<file path="src/rtl/serv_csr_sched_pkg.sv">
// Shared CSR storage select/source codes used by the CSR sequencer and its bench.
package serv_params;

    localparam logic [2:0] CSR_SEL_MSCRATCH = 3'd0;
    localparam logic [2:0] CSR_SEL_MTVEC    = 3'd1;
    localparam logic [2:0] CSR_SEL_MEPC     = 3'd2;
    localparam logic [2:0] CSR_SEL_MCAUSE   = 3'd3;
    localparam logic [2:0] CSR_SEL_MTVAL    = 3'd4;

    localparam logic [1:0] CSR_SOURCE_CSR = 2'd0;
    localparam logic [1:0] CSR_SOURCE_EXT = 2'd1;
    localparam logic [1:0] CSR_SOURCE_SET = 2'd2;
    localparam logic [1:0] CSR_SOURCE_CLR = 2'd3;

endpackage

</file>
<file path="src/rtl/serv_csr_sched_bit_counter.sv">
// W-cycle pass counter: clears on start, advances while running, flags the last bit.
module serv_bit_counter #(
    parameter int W  = 32,
    parameter int CW = $clog2(W)
) (
    input  logic i_clk,
    input  logic i_rst_n,
    input  logic i_start,
    input  logic i_run,
    output logic o_last
);

    logic [CW-1:0] cnt_r;
    logic          at_end_s;

    assign at_end_s = (cnt_r == CW'(W - 1));
    assign o_last   = i_run && at_end_s;

    // Bit position within the current pass; wraps so every pass starts at 0.
    always_ff @(posedge i_clk or negedge i_rst_n) begin
        if (!i_rst_n) begin
            cnt_r <= {CW{1'b0}};
        end else if (i_start) begin
            cnt_r <= {CW{1'b0}};
        end else if (i_run) begin
            if (at_end_s) begin
                cnt_r <= {CW{1'b0}};
            end else begin
                cnt_r <= cnt_r + CW'(1);
            end
        end else begin
            cnt_r <= cnt_r;
        end
    end

endmodule

</file>
<file path="src/rtl/serv_csr_sched.sv">
// CSR/trap sequencer in front of the bit-serial CSR storage.
// Optional mret sequencing is enabled by defining SERV_CSR_SCHED_MRET_EN.
module serv_csr_sched
    import serv_params::*;
#(
    parameter int W = 32
) (
    input  logic       i_clk,
    input  logic       i_rst_n,
    input  logic       i_csr_req,
    input  logic [2:0] i_csr_sel,
    input  logic [1:0] i_csr_source,
    input  logic       i_trap_req,
    input  logic [3:0] i_mcause,
`ifdef SERV_CSR_SCHED_MRET_EN
    input  logic       i_mret_req,
    output logic       o_mret_ack,
`endif
    output logic       o_csr_ack,
    output logic       o_trap_ack,
    output logic       o_vec_valid,
    output logic       o_busy,
    output logic       o_en,
    output logic [2:0] o_sel,
    output logic [1:0] o_source,
    output logic       o_trap,
    output logic [3:0] o_mcause
);

`ifdef SERV_CSR_SCHED_MRET_EN
    typedef enum logic [2:0] {
        ST_IDLE      = 3'd0,
        ST_CSR_RUN   = 3'd1,
        ST_TRAP_SAVE = 3'd2,
        ST_TRAP_VEC  = 3'd3,
        ST_DONE      = 3'd4,
        ST_MRET_RUN  = 3'd5
    } state_t;
`else
    typedef enum logic [2:0] {
        ST_IDLE      = 3'd0,
        ST_CSR_RUN   = 3'd1,
        ST_TRAP_SAVE = 3'd2,
        ST_TRAP_VEC  = 3'd3,
        ST_DONE      = 3'd4
    } state_t;
`endif

    state_t     state_r, state_next_s;
    logic       pend_r, pend_next_s;
    logic [3:0] mcause_next_s;
    logic       cnt_start_s, cnt_run_s, cnt_last_s;
    logic       en_s, trap_s, vec_s, csr_ack_s, trap_ack_s, mret_ack_s;
    logic [2:0] sel_s;
    logic [1:0] source_s;

    serv_bit_counter #(.W(W)) u_bit_counter (
        .i_clk   (i_clk),
        .i_rst_n (i_rst_n),
        .i_start (cnt_start_s),
        .i_run   (cnt_run_s),
        .o_last  (cnt_last_s)
    );

    // Counter control: run during any shifting pass, clear between jobs.
    always_comb begin
        cnt_start_s = (state_r == ST_IDLE) || (state_r == ST_DONE);
        cnt_run_s   = (state_r == ST_CSR_RUN) || (state_r == ST_TRAP_SAVE)
`ifdef SERV_CSR_SCHED_MRET_EN
                   || (state_r == ST_MRET_RUN)
`endif
                   || (state_r == ST_TRAP_VEC);
    end

    // Next state, pending-trap bookkeeping and cause capture.
    always_comb begin
        state_next_s  = state_r;
        pend_next_s   = pend_r;
        mcause_next_s = o_mcause;
        case (state_r)
            ST_IDLE: begin
                if (pend_r || i_trap_req) begin
                    state_next_s = ST_TRAP_SAVE;
                    pend_next_s  = 1'b0;
                    if (i_trap_req) begin
                        mcause_next_s = i_mcause;
                    end else begin
                        mcause_next_s = o_mcause;
                    end
`ifdef SERV_CSR_SCHED_MRET_EN
                end else if (i_mret_req) begin
                    state_next_s = ST_MRET_RUN;
`endif
                end else if (i_csr_req) begin
                    state_next_s = ST_CSR_RUN;
                end else begin
                    state_next_s = ST_IDLE;
                end
            end
`ifdef SERV_CSR_SCHED_MRET_EN
            ST_MRET_RUN,
`endif
            ST_CSR_RUN, ST_DONE: begin
                // A trap arriving here waits for the current job to finish.
                if (i_trap_req) begin
                    pend_next_s   = 1'b1;
                    mcause_next_s = i_mcause;
                end else begin
                    pend_next_s   = pend_r;
                    mcause_next_s = o_mcause;
                end
                if (state_r == ST_DONE) begin
                    state_next_s = ST_IDLE;
                end else if (cnt_last_s) begin
                    state_next_s = ST_DONE;
                end else begin
                    state_next_s = state_r;
                end
            end
            ST_TRAP_SAVE: begin
                if (cnt_last_s) begin
                    state_next_s = ST_TRAP_VEC;
                end else begin
                    state_next_s = ST_TRAP_SAVE;
                end
            end
            ST_TRAP_VEC: begin
                if (cnt_last_s) begin
                    state_next_s = ST_DONE;
                end else begin
                    state_next_s = ST_TRAP_VEC;
                end
            end
            default: begin
                state_next_s = ST_IDLE;
            end
        endcase
    end

    // Storage controls decoded from the upcoming state so they register cleanly.
    always_comb begin
        en_s     = 1'b0;
        sel_s    = CSR_SEL_MSCRATCH;
        source_s = CSR_SOURCE_CSR;
        trap_s   = 1'b0;
        vec_s    = 1'b0;
        case (state_next_s)
            ST_CSR_RUN: begin
                en_s = 1'b1;
                if (state_r == ST_IDLE) begin
                    sel_s    = i_csr_sel;
                    source_s = i_csr_source;
                end else begin
                    sel_s    = o_sel;
                    source_s = o_source;
                end
            end
            ST_TRAP_SAVE: begin
                en_s   = 1'b1;
                trap_s = 1'b1;
                sel_s  = CSR_SEL_MEPC;
            end
            ST_TRAP_VEC: begin
                en_s  = 1'b1;
                vec_s = 1'b1;
                sel_s = CSR_SEL_MTVEC;
            end
`ifdef SERV_CSR_SCHED_MRET_EN
            ST_MRET_RUN: begin
                en_s  = 1'b1;
                vec_s = 1'b1;
                sel_s = CSR_SEL_MEPC;
            end
`endif
            default: begin
                en_s = 1'b0;
            end
        endcase
        csr_ack_s  = (state_r == ST_CSR_RUN)  && (state_next_s == ST_DONE);
        trap_ack_s = (state_r == ST_TRAP_VEC) && (state_next_s == ST_DONE);
`ifdef SERV_CSR_SCHED_MRET_EN
        mret_ack_s = (state_r == ST_MRET_RUN) && (state_next_s == ST_DONE);
`else
        mret_ack_s = 1'b0;
`endif
    end

    // FSM state, pending trap flag and latched cause.
    always_ff @(posedge i_clk or negedge i_rst_n) begin
        if (!i_rst_n) begin
            state_r  <= ST_IDLE;
            pend_r   <= 1'b0;
            o_mcause <= 4'd0;
        end else begin
            state_r  <= state_next_s;
            pend_r   <= pend_next_s;
            o_mcause <= mcause_next_s;
        end
    end

    // Registered storage controls and handshakes.
    always_ff @(posedge i_clk or negedge i_rst_n) begin
        if (!i_rst_n) begin
            o_en        <= 1'b0;
            o_sel       <= CSR_SEL_MSCRATCH;
            o_source    <= CSR_SOURCE_CSR;
            o_trap      <= 1'b0;
            o_vec_valid <= 1'b0;
            o_busy      <= 1'b0;
            o_csr_ack   <= 1'b0;
            o_trap_ack  <= 1'b0;
`ifdef SERV_CSR_SCHED_MRET_EN
            o_mret_ack  <= 1'b0;
`endif
        end else begin
            o_en        <= en_s;
            o_sel       <= sel_s;
            o_source    <= source_s;
            o_trap      <= trap_s;
            o_vec_valid <= vec_s;
            o_busy      <= (state_next_s != ST_IDLE);
            o_csr_ack   <= csr_ack_s;
            o_trap_ack  <= trap_ack_s;
`ifdef SERV_CSR_SCHED_MRET_EN
            o_mret_ack  <= mret_ack_s;
`endif
        end
    end

`ifndef SERV_CSR_SCHED_MRET_EN
    logic unused_s;
    assign unused_s = mret_ack_s;
`endif

endmodule

</file>
<file path="config.mk">
export PLATFORM = sky130hd
export DESIGN_NAME = serv_csr_sched
export DESIGN_NICKNAME = d
export VERILOG_FILES = /design/src/rtl/serv_csr_sched_pkg.sv /design/src/rtl/serv_csr_sched_bit_counter.sv /design/src/rtl/serv_csr_sched.sv
export SDC_FILE = /design/constraint.sdc
export NUM_CORES = 1
export LEC_CHECK = 0
export CAP_MARGIN = 25
export CORE_MARGIN = 2
export CORE_UTILIZATION = 60
export CTS_CLUSTER_DIAMETER = 50
export DETAILED_ROUTE_END_ITERATION = 6
export DONT_BUFFER_PORTS = 1
export PLACE_DENSITY = 0.76
export SYNTH_ARGS = -nofsm -noshare
export SYNTH_HDL_FRONTEND = slang
export SYNTH_SLANG_ARGS = --single-unit
</file>
<file path="constraint.sdc">
create_clock -name i_clk -period 2.8 [get_ports i_clk]
set_input_delay 0.56 -clock i_clk [delete_from_list [all_inputs] [get_ports i_clk]]
set_output_delay 0.56 -clock i_clk [all_outputs]
set_load 0.01 [all_outputs]
</file>
Yosys cells after proc, flatten, opt, wreduce, memory -nomap -nowiden --
Cells that the tools add are included.
Storage, ports and cells: input bits 13, logic and storage cells 63, bits in registers 24
Operators by class: reductions and logical operators 15, mux-type cells 23, add/sub/neg operators 1, eq/ne operators 12
Operators with widths (number):
- 5-bit 2-to-1 mux | 3
- 3-bit by 2-bit == test with 1-bit output (second input constant) | 4
- 3-bit 2-to-1 mux | 4
- 3-bit case mux with 4 select lines | 1
- 3-bit case mux with 3 select lines | 1
- 4-bit 2-to-1 mux | 2
- 4-bit case mux with 2 select lines | 1
- 1-bit 2-to-1 mux | 7
- 3-bit by 1-bit == test with 1-bit output (second input constant) | 2
- 3-bit == test (second input constant) | 2
- 2-bit 2-to-1 mux | 3
- 5-bit by 1-bit adder with 5-bit output (second input constant) | 1
- 5-bit == test (second input constant) | 1
- 1-bit logical OR | 4
- 2-bit inequality test (second input constant) | 2
- 2-bit nonzero test | 2
- 1-bit logical AND | 3
- 3-bit logical NOT | 1
- 3-bit AND reduction | 1
- 3-bit nonzero test | 1
- 3-bit OR reduction | 1
- 2-bit by 1-bit inequality test with 1-bit output (second input constant) | 1
- 1-bit case mux with 2 select lines | 1
- 2-bit AND reduction | 1
- 2-bit OR reduction | 1

Logic depth before layout (Yosys ltp) --
depth in word-level cells 10, gate-level depth with buffers 7

Hierarchy --
Synthesis repeated with hierarchy kept, for this count alone.
Second synthesis, totals: cells, all modules 102, area, all modules 1132.3 um^2
By module, submodules not included:
- serv_csr_sched | seq. area each 475.5 um^2, area each 852.1 um^2, cells an instance 76, instances 1
- serv_bit_counter | seq. area each 125.1 um^2, area each 280.3 um^2, cells an instance 26, instances 1

Worst setup path before layout --
Ideal clock, no wire load.
path type flip-flop to flip-flop, from reg u_bit_counter.cnt_r[0], to reg u_bit_counter.cnt_r[3], arrival 1.636 ns, clock period less this slack 1.718 ns, library setup time 0.082 ns, stages on the path, launching flop included 6, slack 1.082 ns, cell sequence dfrtp_1 -> ha_1 -> and3_1 -> ha_1 -> or4_1 -> a31oi_1
On the way: word-level cells in the longest chain between the ends 4
Ends and longest elaborated chain:
- from (decl) | RTL line serv_csr_sched_bit_counter.sv:13 | logic [CW-1:0] cnt_r;
- from (signal assigned) | RTL line serv_csr_sched_bit_counter.sv:22 | cnt_r <= {CW{1'b0}};
- from (signal assigned) | RTL line serv_csr_sched_bit_counter.sv:24 | cnt_r <= {CW{1'b0}};
- from (signal assigned) | RTL line serv_csr_sched_bit_counter.sv:27 | cnt_r <= {CW{1'b0}};
- 5-bit by 1-bit adder with 5-bit output or 5-bit == test (tied branches) | RTL line serv_csr_sched_bit_counter.sv:29, serv_csr_sched_bit_counter.sv:16
- 5-bit 2-to-1 mux (*) | RTL line serv_csr_sched_bit_counter.sv:26 | if (at_end_s) begin
- 5-bit 2-to-1 mux (*) | RTL line serv_csr_sched_bit_counter.sv:25 | end else if (i_run) begin
- 5-bit 2-to-1 mux (*) | RTL line serv_csr_sched_bit_counter.sv:23 | end else if (i_start) begin
Every way passes the cells marked *; elsewhere a longest branch is shown, timed or not. The select of a mux whose other input is x is not followed. A chain may end at the register's enable or synchronous reset.

Final worst setup path --
Ends and elaborated chain as after synthesis.

==> results.py <==
metrics = {
    "status": {
        "status": "finished clean",
    },
    "clock_tree": {
        "postCtsResizedCells": 0,
        "cts_tree": "done",
        "cts-root-buf": "clkbuf_4",
        "ctsHoldBuffers": 1,
        "cts.clk_slew.worst_paths_ps": 130,
        "numCtsBuffers": 3,
        "cts_setup_buffers": 0,
        "cts_sinks": 24,
        "clk_latency_ps": 310,
        "cts.path.max_buffers": 2,
        "htree_levels": 1,
    },
    "critical_path": {
        "critPathArrivalTime_ps": 2240,
        "endpoint_kind": "register",
        "worst-r2r-cell-count": 5,
        "critPathBufInv": 0,
        "timing.rr.start": "u_bit_counter.cnt_r[0]",
        "critPathRequiredTime_ps": 3040,
        "crit_chain": "ha_1 > and3_1 > ha_1 > or4_1 > a31oi_1",
        "crit_top_cell": "ha_1",
        "regToRegEndpoint": "u_bit_counter.cnt_r[3]",
        "worst-path-max-fanout": 13,
        "critPathTopFamily": "simple AND/OR/NAND/NOR gates",
        "critPathKind": "reg2reg",
        "critPathLaunchType": "register",
        "slowest_delay_ps": 580,
        "slowest_stage": "or4_1",
        "rrSetupSlack_ps": 800,
    },
    "drt": {
        "num_vias": 746,
        "ant_nets": 0,
        "drt_wl_total_mm": 1.99,
        "vias_per_cell": 6.22,
        "firstDrtPassIters": 4,
        "drtIter0Drc": 9,
        "wl_per_cell_um": 16.6,
        "drc": 0,
    },
    "layout": {
        "stdcell_area_sq_um": 1130,
        "nets": 111,
        "syn_to_final_growth_pct": 4.38,
        "fillers": 136,
        "layout-drive-gt1-share_pct": 12.6,
        "antenna_cells": 0,
    },
    "yosys": {
        "synth_seq_cells": 24,
        "synth.area.top_cells": "dfrtp_1, mux2_4, a22oi_1",
        "ys.flop_type": "dfrtp_1",
        "synth_nets": 110,
        "synth_cell_type_count": 35,
        "yosysTopAreaCellShare_pct": 55.4,
        "async_flop_share_pct": 100,
        "yosysMostFrequentCell": "dfrtp_1",
        "yosysSeqAreaShare_pct": 55.4,
        "synth_edf_count": 0,
        "syn-instance-count": 95,
        "synthesis.area_sq_um": 1080,
        "ys_warn_count": 0,
        "netlist_top_cells_count": "dfrtp_1, nor2_1, nor3_1",
        "syn_avg_cell_area_sq_um": 11.4,
        "synth_top_area_cell": "dfrtp_1",
    },
    "flow_run": {
        "max_cap_viol_count": 0,
    },
    "pwr": {
        "sw_frac_of_total_pct": 35.5,
        "seq_power_share_pct": 55.8,
        "pwr_density_cell_nw_per_um2": 963,
        "p_comb_share_pct": 27.6,
        "p_clk_share_pct": 16.5,
        "peakVddDrop_mv": 0.443,
        "p_sw_w": 0.000387,
        "p_leak_nw": 0.489,
        "internal_power_w": 0.000704,
    },
    "floorplan": {
        "initial_core_util_pct": 63.5,
        "fp.dieW_um": 46.5,
        "core_sq_um": 1710,
        "dieArea_sq_um": 2160,
        "die_h_um": 46.5,
        "ios": 28,
        "row_count": 15,
    },
    "min_path": {
        "min_from": "i_mcause[0]",
        "min_path_type": "in2reg",
        "hold_path_end": "o_mcause[0]",
        "hold_path_depth": 1,
    },
    "timing": {
        "tns_ps": 0,
        "relSlewSlack_pct": 66.0,
        "slew_violations": 0,
        "rsz0062_at_grt": "no",
        "max_freq_ghz": 0.500,
        "setup_viol": 0,
        "fin_crit_sh_pct": 71.5,
        "holdWs_ps": 382,
        "worst_clock_skew_ps": 3.28,
        "fin_crit_ps": 2000,
        "hold_viol": 0,
        "worst_pin_slew_ps": 508,
    },
    "grt": {
        "grt_first_pass_wirelength_mm": 3.16,
        "grt_pass1_vias": 732,
        "grtUsageTotal_pct": 21.0,
        "grt-ovfl-total": 0,
        "grt_max_degree": 25,
        "antenna_found_initial": 0,
    },
    "place": {
        "portBuffers": 0,
        "dp_hpwl_mm": 1.44,
        "place.gp.congestion": 0.766,
        "placed_area_sq_um": 1070,
    },
}
==> through the flow <==
stage	utilization [%]	power, W	setup slack [ps]	instances
floorplan	-	0.000850	1080	95
global placement	62.9	0.000888	937	114
detailed placement	62.9	0.000911	841	114
CTS	65.6	0.00110	807	119
global route	66.3	0.00117	697	120
finish	66.3	0.00109	799	120
==> final cells by class <==
cell class                 count  area, sq um  area share [%]
sequential                    24          601            53.0
multi-input combinational     63          432            38.1
clock buffer                   4         36.3            3.20
tap                           25         31.3            2.76
timing repair buffer           3         28.8            2.54
inverter                       1         3.75           0.331
==> cell families after synthesis <==
group	share of synthesized area, %
AO/OA/AOI/OAI	12.5
XOR/XNOR	0.808
buffers and inverters	4.84
multiplexers	6.46
adder cells (fa/ha/maj)	2.31
flip-flops	55.4
AND/OR/NAND/NOR	17.8
==> power by group through the flow <==
stage	sequential [W]	clock (W)	combinational, W
after CTS	0.000610	0.000185	0.000304
final	0.000609	0.000180	0.000301
after global placement	0.000610	0	0.000278
after detailed placement	0.000618	0	0.000294
after floorplan	0.000566	0	0.000284
after global routing	0.000626	0.000200	0.000345
==> registers in the layout, summed over array words and instances, names as in the netlist <==
name,count
o_vec_valid,1
o_sel,3
o_csr_ack,1
state_r,3
o_trap_ack,1
u_bit_counter.cnt_r,5
o_source,2
pend_r,1
o_busy,1
o_mcause,4
o_en,1
o_trap,1
==> placed cells by master, fill, tap and decap left out, types with 2 or more instances in the layout <==
cell type   n
nor3b_1     2
nor3_1      7
mux2_4      4
a31oi_1     2
dfrtp_1    24
nand2_1     6
a21oi_1     4
clkbuf_4    3
and3_1      2
nor2_1      9
a211oi_1    2
a22oi_1     5
ha_1        2
==> per-layer routing <==
| layer | global-route usage (%) | vias to the layer above | wire length [um] |
|---|---|---|---|
| met5 | 0 | - | 0 |
| met4 | 10.3 | 0 | 45 |
| met3 | 4.31 | 7 | 85 |
| met2 | 35.0 | 19 | 1040 |
| met1 | 25.5 | 378 | 820 |
| li1 | - | 342 | - |
==> worst max-delay path by stage <==
stage                            from                endpoint  slack, ps  depth (start not counted)
2_1_floorplan  u_bit_counter.cnt_r[0]  u_bit_counter.cnt_r[3]       1080                          5
3_3_place_gp   u_bit_counter.cnt_r[0]  u_bit_counter.cnt_r[3]        940                          5
3_5_place_dp   u_bit_counter.cnt_r[0]  u_bit_counter.cnt_r[3]        840                          5
4_1_cts        u_bit_counter.cnt_r[0]  u_bit_counter.cnt_r[3]        810                          5
5_1_grt        u_bit_counter.cnt_r[0]             o_source[1]        700                          6
6_report       u_bit_counter.cnt_r[0]  u_bit_counter.cnt_r[3]        800                          5
No activity file was read; power rests on OpenSTA's default activity.
